**config.mk**
```make
export PLATFORM = sky130hd
export DESIGN_NAME = mem_arbiter_flat
export DESIGN_NICKNAME = d
export VERILOG_FILES = /design/src/rtl/mem_arbiter_pkg.sv /design/src/rtl/mem_arbiter_if.sv /design/src/rtl/mem_arbiter.sv /design/src/flat_wrapper.sv
export SDC_FILE = /design/constraint.sdc
export NUM_CORES = 1
export LEC_CHECK = 0
export ABC_AREA = 1
export CORE_MARGIN = 3
export CORE_UTILIZATION = 28
export DETAILED_ROUTE_END_ITERATION = 12
export GPL_ROUTABILITY_DRIVEN = 0
export GPL_TIMING_DRIVEN = 0
export PLACE_DENSITY = 0.75
export SETUP_SLACK_MARGIN = 0.02
export SYNTH_ARGS = -nofsm -noshare
export SYNTH_HDL_FRONTEND = slang
export SYNTH_SLANG_ARGS = --single-unit
```
**constraint.sdc**
```tcl
create_clock -name clk -period 1.56 [get_ports clk]
set_input_delay 0.234 -clock clk [delete_from_list [all_inputs] [get_ports clk]]
set_output_delay 0.234 -clock clk [all_outputs]
set_load 0.005 [all_outputs]
```
**src/rtl/mem_arbiter_pkg.sv**
```systemverilog
// Shared types and defaults for the two-port memory arbiter.
// Holds the arbiter state encoding, the requester IDs and the default bus widths.
package mem_arbiter_pkg;

  localparam int ADDR_W_DEF    = 8;
  localparam int DATA_W_DEF    = 8;
  localparam int MAX_BURST_DEF = 4;

  // Wide enough for MAX_BURST up to 15
  localparam int BURST_W = 4;

  typedef enum logic [1:0] {
    ARB_FREE   = 2'b00,
    ARB_LOCKED = 2'b01,
    ARB_YIELD  = 2'b10
  } arb_state_e;

  typedef enum logic {
    REQ_C = 1'b0,
    REQ_D = 1'b1
  } req_id_e;

  // Burst counter increment that holds at the configured ceiling
  function automatic logic [BURST_W-1:0] burst_inc(input logic [BURST_W-1:0] cnt,
                                                   input logic [BURST_W-1:0] ceil);
    return (cnt >= ceil) ? ceil : cnt + 1'b1;
  endfunction

endpackage

```
**src/rtl/mem_arbiter_if.sv**
```systemverilog
// Bundle of the CPU port, debug port and shared memory bus around mem_arbiter.
// master = requesters plus memory (the arbiter's environment), slave = the arbiter.
interface mem_arbiter_if #(
  parameter int ADDR_W = 8,
  parameter int DATA_W = 8
);
  logic              c_req;
  logic              c_we;
  logic [ADDR_W-1:0] c_addr;
  logic [DATA_W-1:0] c_wdata;
  logic              c_gnt;
  logic              c_rvalid;
  logic              c_wait;
  logic              cpu_halt;

  logic              d_req;
  logic              d_we;
  logic              d_lock;
  logic [ADDR_W-1:0] d_addr;
  logic [DATA_W-1:0] d_wdata;
  logic              d_gnt;
  logic              d_rvalid;

  logic [DATA_W-1:0] rdata;

  logic              mem_en;
  logic              mem_we;
  logic [ADDR_W-1:0] mem_addr;
  logic [DATA_W-1:0] mem_wdata;
  logic [DATA_W-1:0] mem_rdata;

  modport master (
    output c_req, c_we, c_addr, c_wdata, cpu_halt,
    output d_req, d_we, d_lock, d_addr, d_wdata,
    output mem_rdata,
    input  c_gnt, c_rvalid, c_wait, d_gnt, d_rvalid, rdata,
    input  mem_en, mem_we, mem_addr, mem_wdata
  );

  modport slave (
    input  c_req, c_we, c_addr, c_wdata, cpu_halt,
    input  d_req, d_we, d_lock, d_addr, d_wdata,
    input  mem_rdata,
    output c_gnt, c_rvalid, c_wait, d_gnt, d_rvalid, rdata,
    output mem_en, mem_we, mem_addr, mem_wdata
  );

endinterface

```
**src/rtl/mem_arbiter.sv**
```systemverilog
// Round-robin arbiter sharing one synchronous-read memory between the CPU (C) and a
// debug/loader master (D), with locked D bursts bounded by a forced CPU yield slot.
module mem_arbiter
  import mem_arbiter_pkg::*;
#(
  parameter int ADDR_W    = ADDR_W_DEF,
  parameter int DATA_W    = DATA_W_DEF,
  parameter int MAX_BURST = MAX_BURST_DEF
) (
  input  logic          clk,
  input  logic          reset_n,
  mem_arbiter_if.slave  bus
);

  localparam logic [BURST_W-1:0] MAX_CNT = BURST_W'(MAX_BURST);

  arb_state_e         state_q;
  req_id_e            last_q;
  logic [BURST_W-1:0] burst_cnt_q;
  logic               c_rvalid_q;
  logic               d_rvalid_q;

  logic               c_gnt;
  logic               d_gnt;
  logic               yield_now;
  logic               c_rvalid_d;
  logic               d_rvalid_d;

  logic               mem_we;
  logic [ADDR_W-1:0]  mem_addr;
  logic [DATA_W-1:0]  mem_wdata;

  // Grant decode; all grants are held off while reset is asserted
  always_comb begin
    c_gnt     = 1'b0;
    d_gnt     = 1'b0;
    yield_now = 1'b0;
    unique case (state_q)
      ARB_FREE: begin
        if (bus.cpu_halt) begin
          d_gnt = bus.d_req;
          c_gnt = bus.c_req & ~bus.d_req;
        end else if (bus.c_req && bus.d_req) begin
          if (last_q == REQ_C) d_gnt = 1'b1;
          else                 c_gnt = 1'b1;
        end else begin
          c_gnt = bus.c_req;
          d_gnt = bus.d_req;
        end
      end
      ARB_LOCKED: begin
        yield_now = bus.d_lock & bus.c_req & ~bus.cpu_halt & (burst_cnt_q == MAX_CNT);
        d_gnt     = bus.d_req & ~yield_now;
      end
      ARB_YIELD: begin
        c_gnt = bus.c_req;
      end
      default: begin
        c_gnt = 1'b0;
        d_gnt = 1'b0;
      end
    endcase
    if (!reset_n) begin
      c_gnt = 1'b0;
      d_gnt = 1'b0;
    end
  end

  always_comb begin
    mem_we    = 1'b0;
    mem_addr  = '0;
    mem_wdata = '0;
    if (d_gnt) begin
      mem_we    = bus.d_we;
      mem_addr  = bus.d_addr;
      mem_wdata = bus.d_wdata;
    end else if (c_gnt) begin
      mem_we    = bus.c_we;
      mem_addr  = bus.c_addr;
      mem_wdata = bus.c_wdata;
    end
  end

  assign c_rvalid_d = c_gnt & ~bus.c_we;
  assign d_rvalid_d = d_gnt & ~bus.d_we;

  always_ff @(posedge clk or negedge reset_n) begin
    if (!reset_n) begin
      state_q     <= ARB_FREE;
      last_q      <= REQ_C;
      burst_cnt_q <= '0;
      c_rvalid_q  <= 1'b0;
      d_rvalid_q  <= 1'b0;
    end else begin
      c_rvalid_q <= c_rvalid_d;
      d_rvalid_q <= d_rvalid_d;

      if (d_gnt)      last_q <= REQ_D;
      else if (c_gnt) last_q <= REQ_C;

      unique case (state_q)
        ARB_FREE: begin
          if (d_gnt && bus.d_lock) begin
            state_q     <= ARB_LOCKED;
            burst_cnt_q <= BURST_W'(1);
          end
        end
        ARB_LOCKED: begin
          if (yield_now) begin
            state_q     <= ARB_YIELD;
            burst_cnt_q <= '0;
          end else if (!bus.d_lock) begin
            state_q     <= ARB_FREE;
            burst_cnt_q <= '0;
          end else if (d_gnt) begin
            burst_cnt_q <= burst_inc(burst_cnt_q, MAX_CNT);
          end
        end
        ARB_YIELD: begin
          // A yield slot nobody uses is abandoned rather than held open
          if (c_gnt || !bus.c_req) begin
            state_q     <= bus.d_lock ? ARB_LOCKED : ARB_FREE;
            burst_cnt_q <= '0;
          end
        end
        default: begin
          state_q     <= ARB_FREE;
          burst_cnt_q <= '0;
        end
      endcase
    end
  end

  assign bus.c_gnt     = c_gnt;
  assign bus.d_gnt     = d_gnt;
  assign bus.c_wait    = bus.c_req & ~c_gnt;
  assign bus.c_rvalid  = c_rvalid_q;
  assign bus.d_rvalid  = d_rvalid_q;
  assign bus.rdata     = bus.mem_rdata;
  assign bus.mem_en    = c_gnt | d_gnt;
  assign bus.mem_we    = mem_we;
  assign bus.mem_addr  = mem_addr;
  assign bus.mem_wdata = mem_wdata;

endmodule

```
**src/flat_wrapper.sv**
```systemverilog
// flat-port wrapper written by rule: the top's interface ports become plain ports
module mem_arbiter_flat import mem_arbiter_pkg::*;
#(
  parameter int ADDR_W    = ADDR_W_DEF,
  parameter int DATA_W    = DATA_W_DEF,
  parameter int MAX_BURST = MAX_BURST_DEF
)
  (clk, reset_n, bus_c_req, bus_c_we, bus_c_addr, bus_c_wdata, bus_cpu_halt, bus_d_req, bus_d_we, bus_d_lock, bus_d_addr, bus_d_wdata, bus_mem_rdata, bus_c_gnt, bus_c_rvalid, bus_c_wait, bus_d_gnt, bus_d_rvalid, bus_rdata, bus_mem_en, bus_mem_we, bus_mem_addr, bus_mem_wdata);
  mem_arbiter_if #(.ADDR_W(ADDR_W), .DATA_W(DATA_W)) bus_i ();
  input  logic clk;
  input  logic reset_n;
  input wire logic [$bits(bus_i.c_req)-1:0] bus_c_req;
  input wire logic [$bits(bus_i.c_we)-1:0] bus_c_we;
  input wire logic [$bits(bus_i.c_addr)-1:0] bus_c_addr;
  input wire logic [$bits(bus_i.c_wdata)-1:0] bus_c_wdata;
  input wire logic [$bits(bus_i.cpu_halt)-1:0] bus_cpu_halt;
  input wire logic [$bits(bus_i.d_req)-1:0] bus_d_req;
  input wire logic [$bits(bus_i.d_we)-1:0] bus_d_we;
  input wire logic [$bits(bus_i.d_lock)-1:0] bus_d_lock;
  input wire logic [$bits(bus_i.d_addr)-1:0] bus_d_addr;
  input wire logic [$bits(bus_i.d_wdata)-1:0] bus_d_wdata;
  input wire logic [$bits(bus_i.mem_rdata)-1:0] bus_mem_rdata;
  output wire logic [$bits(bus_i.c_gnt)-1:0] bus_c_gnt;
  output wire logic [$bits(bus_i.c_rvalid)-1:0] bus_c_rvalid;
  output wire logic [$bits(bus_i.c_wait)-1:0] bus_c_wait;
  output wire logic [$bits(bus_i.d_gnt)-1:0] bus_d_gnt;
  output wire logic [$bits(bus_i.d_rvalid)-1:0] bus_d_rvalid;
  output wire logic [$bits(bus_i.rdata)-1:0] bus_rdata;
  output wire logic [$bits(bus_i.mem_en)-1:0] bus_mem_en;
  output wire logic [$bits(bus_i.mem_we)-1:0] bus_mem_we;
  output wire logic [$bits(bus_i.mem_addr)-1:0] bus_mem_addr;
  output wire logic [$bits(bus_i.mem_wdata)-1:0] bus_mem_wdata;
  assign bus_i.c_req = bus_c_req;
  assign bus_i.c_we = bus_c_we;
  assign bus_i.c_addr = bus_c_addr;
  assign bus_i.c_wdata = bus_c_wdata;
  assign bus_i.cpu_halt = bus_cpu_halt;
  assign bus_i.d_req = bus_d_req;
  assign bus_i.d_we = bus_d_we;
  assign bus_i.d_lock = bus_d_lock;
  assign bus_i.d_addr = bus_d_addr;
  assign bus_i.d_wdata = bus_d_wdata;
  assign bus_i.mem_rdata = bus_mem_rdata;
  assign bus_c_gnt = bus_i.c_gnt;
  assign bus_c_rvalid = bus_i.c_rvalid;
  assign bus_c_wait = bus_i.c_wait;
  assign bus_d_gnt = bus_i.d_gnt;
  assign bus_d_rvalid = bus_i.d_rvalid;
  assign bus_rdata = bus_i.rdata;
  assign bus_mem_en = bus_i.mem_en;
  assign bus_mem_we = bus_i.mem_we;
  assign bus_mem_addr = bus_i.mem_addr;
  assign bus_mem_wdata = bus_i.mem_wdata;
  mem_arbiter #(.ADDR_W(ADDR_W), .DATA_W(DATA_W), .MAX_BURST(MAX_BURST)) u_core (.clk(clk), .reset_n(reset_n), .bus(bus_i));
endmodule
```
==> results_dict.tcl <==
set metrics [dict create \
    clock_sinks 9 \
    synth.distinct_cells 19 \
    diodes 0 \
    rows 19 \
    clock_path_buffers 2 \
    die_y_um 62.2 \
    synth_top_cells_by_area "dfrtp_1 25%, nand2_1 20%, nand2_2 16%" \
    hp-class "in -> reg" \
    final_common_cell "clkdlybuf4s50_1" \
    start_kind "flip-flop" \
    ant_nets 0 \
    setup_viol 21 \
    cts_max_level 1 \
    drc 0 \
    final_area_mm2 0.00199 \
    drive_above_1_share_pct 47.2 \
    vias 1231 \
    dr.pass1.iters 4 \
    cp-startpoint "u_core.burst_cnt_q[0]$_DFFE_PN0P_" \
    clock_latency_ps 270 \
    overflow 0 \
    die_x_um 62.2 \
    drt_iter0_markers 38 \
    crit_required_ps 1330 \
    cts_buffers 3 \
    mostFrequentLayoutCells "44 x clkdlybuf4s50_1, 37 x nand2_1, 27 x nand2_2" \
    crit_arrival_ps 1840 \
    path_max_fanout 8 \
    drv_slew 0 \
    relSlewSlack_pct 69.6 \
    grtUsageTotal_pct 18.7 \
    yosys.area.top_type "dfrtp_1" \
    hold_viol_final 0 \
    total_power_mw 1.97 \
    clock_skew_ps 4.59 \
    start_util_pct 30.8 \
    grt_pass1_vias 1374 \
    fin_setup_tns_ps -8400 \
    cts_tree "built" \
    synth_area_um2 886 \
    min_period_over_period_pct 133 \
    routedWlPerCell_um 12.9 \
    grt_pass1_wl_mm 5.84 \
    dp_hpwl_mm 2.45 \
    drt_wl_total_mm 3.59 \
    layout.nets 286 \
    holdWs_ps 438 \
    synth-seq-cells 9 \
    ys_warn_count 0 \
    io-pin-count 79 \
    p_per_area_mw_per_mm2 989 \
    portBuffers 70 \
    fmax_mhz 483 \
    design.die.area_mm2 0.00387 \
    crit_path_end_kind "output pin" \
    period_needed_ps 2070 \
    syn_inst 135 \
    fin_ws_ps -509 \
    final_util_pct 69.2 \
    hold_path.startpoint "bus_cpu_halt" \
    outcome "finished, violations left" \
    dp.cells 247 \
    yosysTopAreaCellShare_pct 25.4 \
    violations "negative setup slack" \
    preCtsSetupSlack_ps -1080 \
    tightest_slew_ps 455 \
    rsz0062_at_grt "true" \
    via_per_inst 4.44 \
    max-vdd-ir-drop_v 0.000437 \
    antenna_found_initial 0 \
    grt_max_degree 11 \
    core_area_mm2 0.00288 \
    syn_to_final_growth_pct 125 \
    p_leak_nw 1.07 \
    path_clk_slew_ps 70 \
    timing.max_cap.violations 0 \
    synth.avg_cell_area_um2 6.56 \
    instances_no_fill 277 \
    ys_seq_area_share_pct 25.4 \
    r2r_start "u_core.burst_cnt_q[0]$_DFFE_PN0P_" \
    clock-root-buffer "clkbuf_4" \
    path_class "reg -> out" \
    synth_fp_nets 185 \
    placed_area_mm2 0.00164 \
]
## worst max-delay path, cell delays in order, from the launching register on
cell and delay, ps:
dfrtp_1 390, inv_2 90, ha_4 120, nand2_2 40
nor2_1 100, nand2_1 80, nand2_2 90, nand2_4 60
nand2_4 90, inv_6 40, buf_12 130, buf_8 120
nand2_4 50, nand2_2 40, buf_2 120
## where the power goes
group	leakage, nW	total [mW]	switching [mW]	internal [mW]
Clock	0.0150	0.195	0.0962	0.0989
Combinational	0.939	1.41	0.603	0.811
Sequential	0.114	0.360	0.0656	0.294
Total	1.07	1.97	0.765	1.20
## Yosys cell counts
cell type / count
a21boi_1: 1
a21o_1: 1
a21oi_1: 3
a21oi_2: 1
buf_12: 1
buf_4: 9
dfrtp_1: 9
ha_1: 2
inv_1: 11
inv_2: 2
inv_6: 1
nand2_1: 47
nand2_2: 23
nand2_4: 3
nand3_1: 9
nor2_1: 8
nor2_2: 2
o21ai_0: 1
o21ai_1: 1
## final timing paths
path,endpoint,slack (ps),cells past startpoint
worst max-delay path,bus_mem_wdata[2],-510,14
max in group asynchronous,u_core.state_q[0]$_DFFE_PN0P_,650,2
worst min-delay path,u_core.state_q[1]$_DFFE_PN0P_,440,4
worst min register to register,u_core.burst_cnt_q[2]$_DFFE_PN0P_,510,2
worst max register to register,u_core.burst_cnt_q[0]$_DFFE_PN0P_,-160,14
min in group asynchronous,u_core.burst_cnt_q[2]$_DFFE_PN0P_,580,2
## kinds of logic (layout without fill, tap and decap cells)
logic type,Yosys count,count (layout),synth area share (%)
fa+ha+maj,2,2,2.82
simple gates,92,92,49.9
flops,9,9,25.4
buf+inv,24,124,16.4
compound gates,8,8,5.51
## cell type report
cell class	instances	area, um2
sequential	9	228
tap	42	52.6
clock buffer	4	26.3
multi-input combinational	102	602
timing repair buffer	96	928
buffer	10	95.1
fill	213	885
inverter	14	60.1
## routing by layer
layer / up-vias / GRT usage, % / wire, um
li1: 602 / - / -
met1: 567 / 16.9 / 1190
met2: 50 / 37.8 / 2030
met3: 12 / 3.96 / 239
met4: 0 / 10.8 / 122
met5: - / 0 / 0
## registers in the layout, summed over array words and instances (netlist names)
name                 flops
u_core.last_q            1
u_core.bus.d_rvalid      1
u_core.bus.c_rvalid      1
u_core.burst_cnt_q       4
u_core.state_q           2
## what timing repair did
item                                    4_1_cts  5_1_grt
resized for setup                           119       24
hold endpoints to repair                      9        0
setup buffers                                27        2
endpoints found under the setup margin       26       26
hold buffers                                  1        0
pin swaps                                     7        7
(Power assumes the default switching activity.)
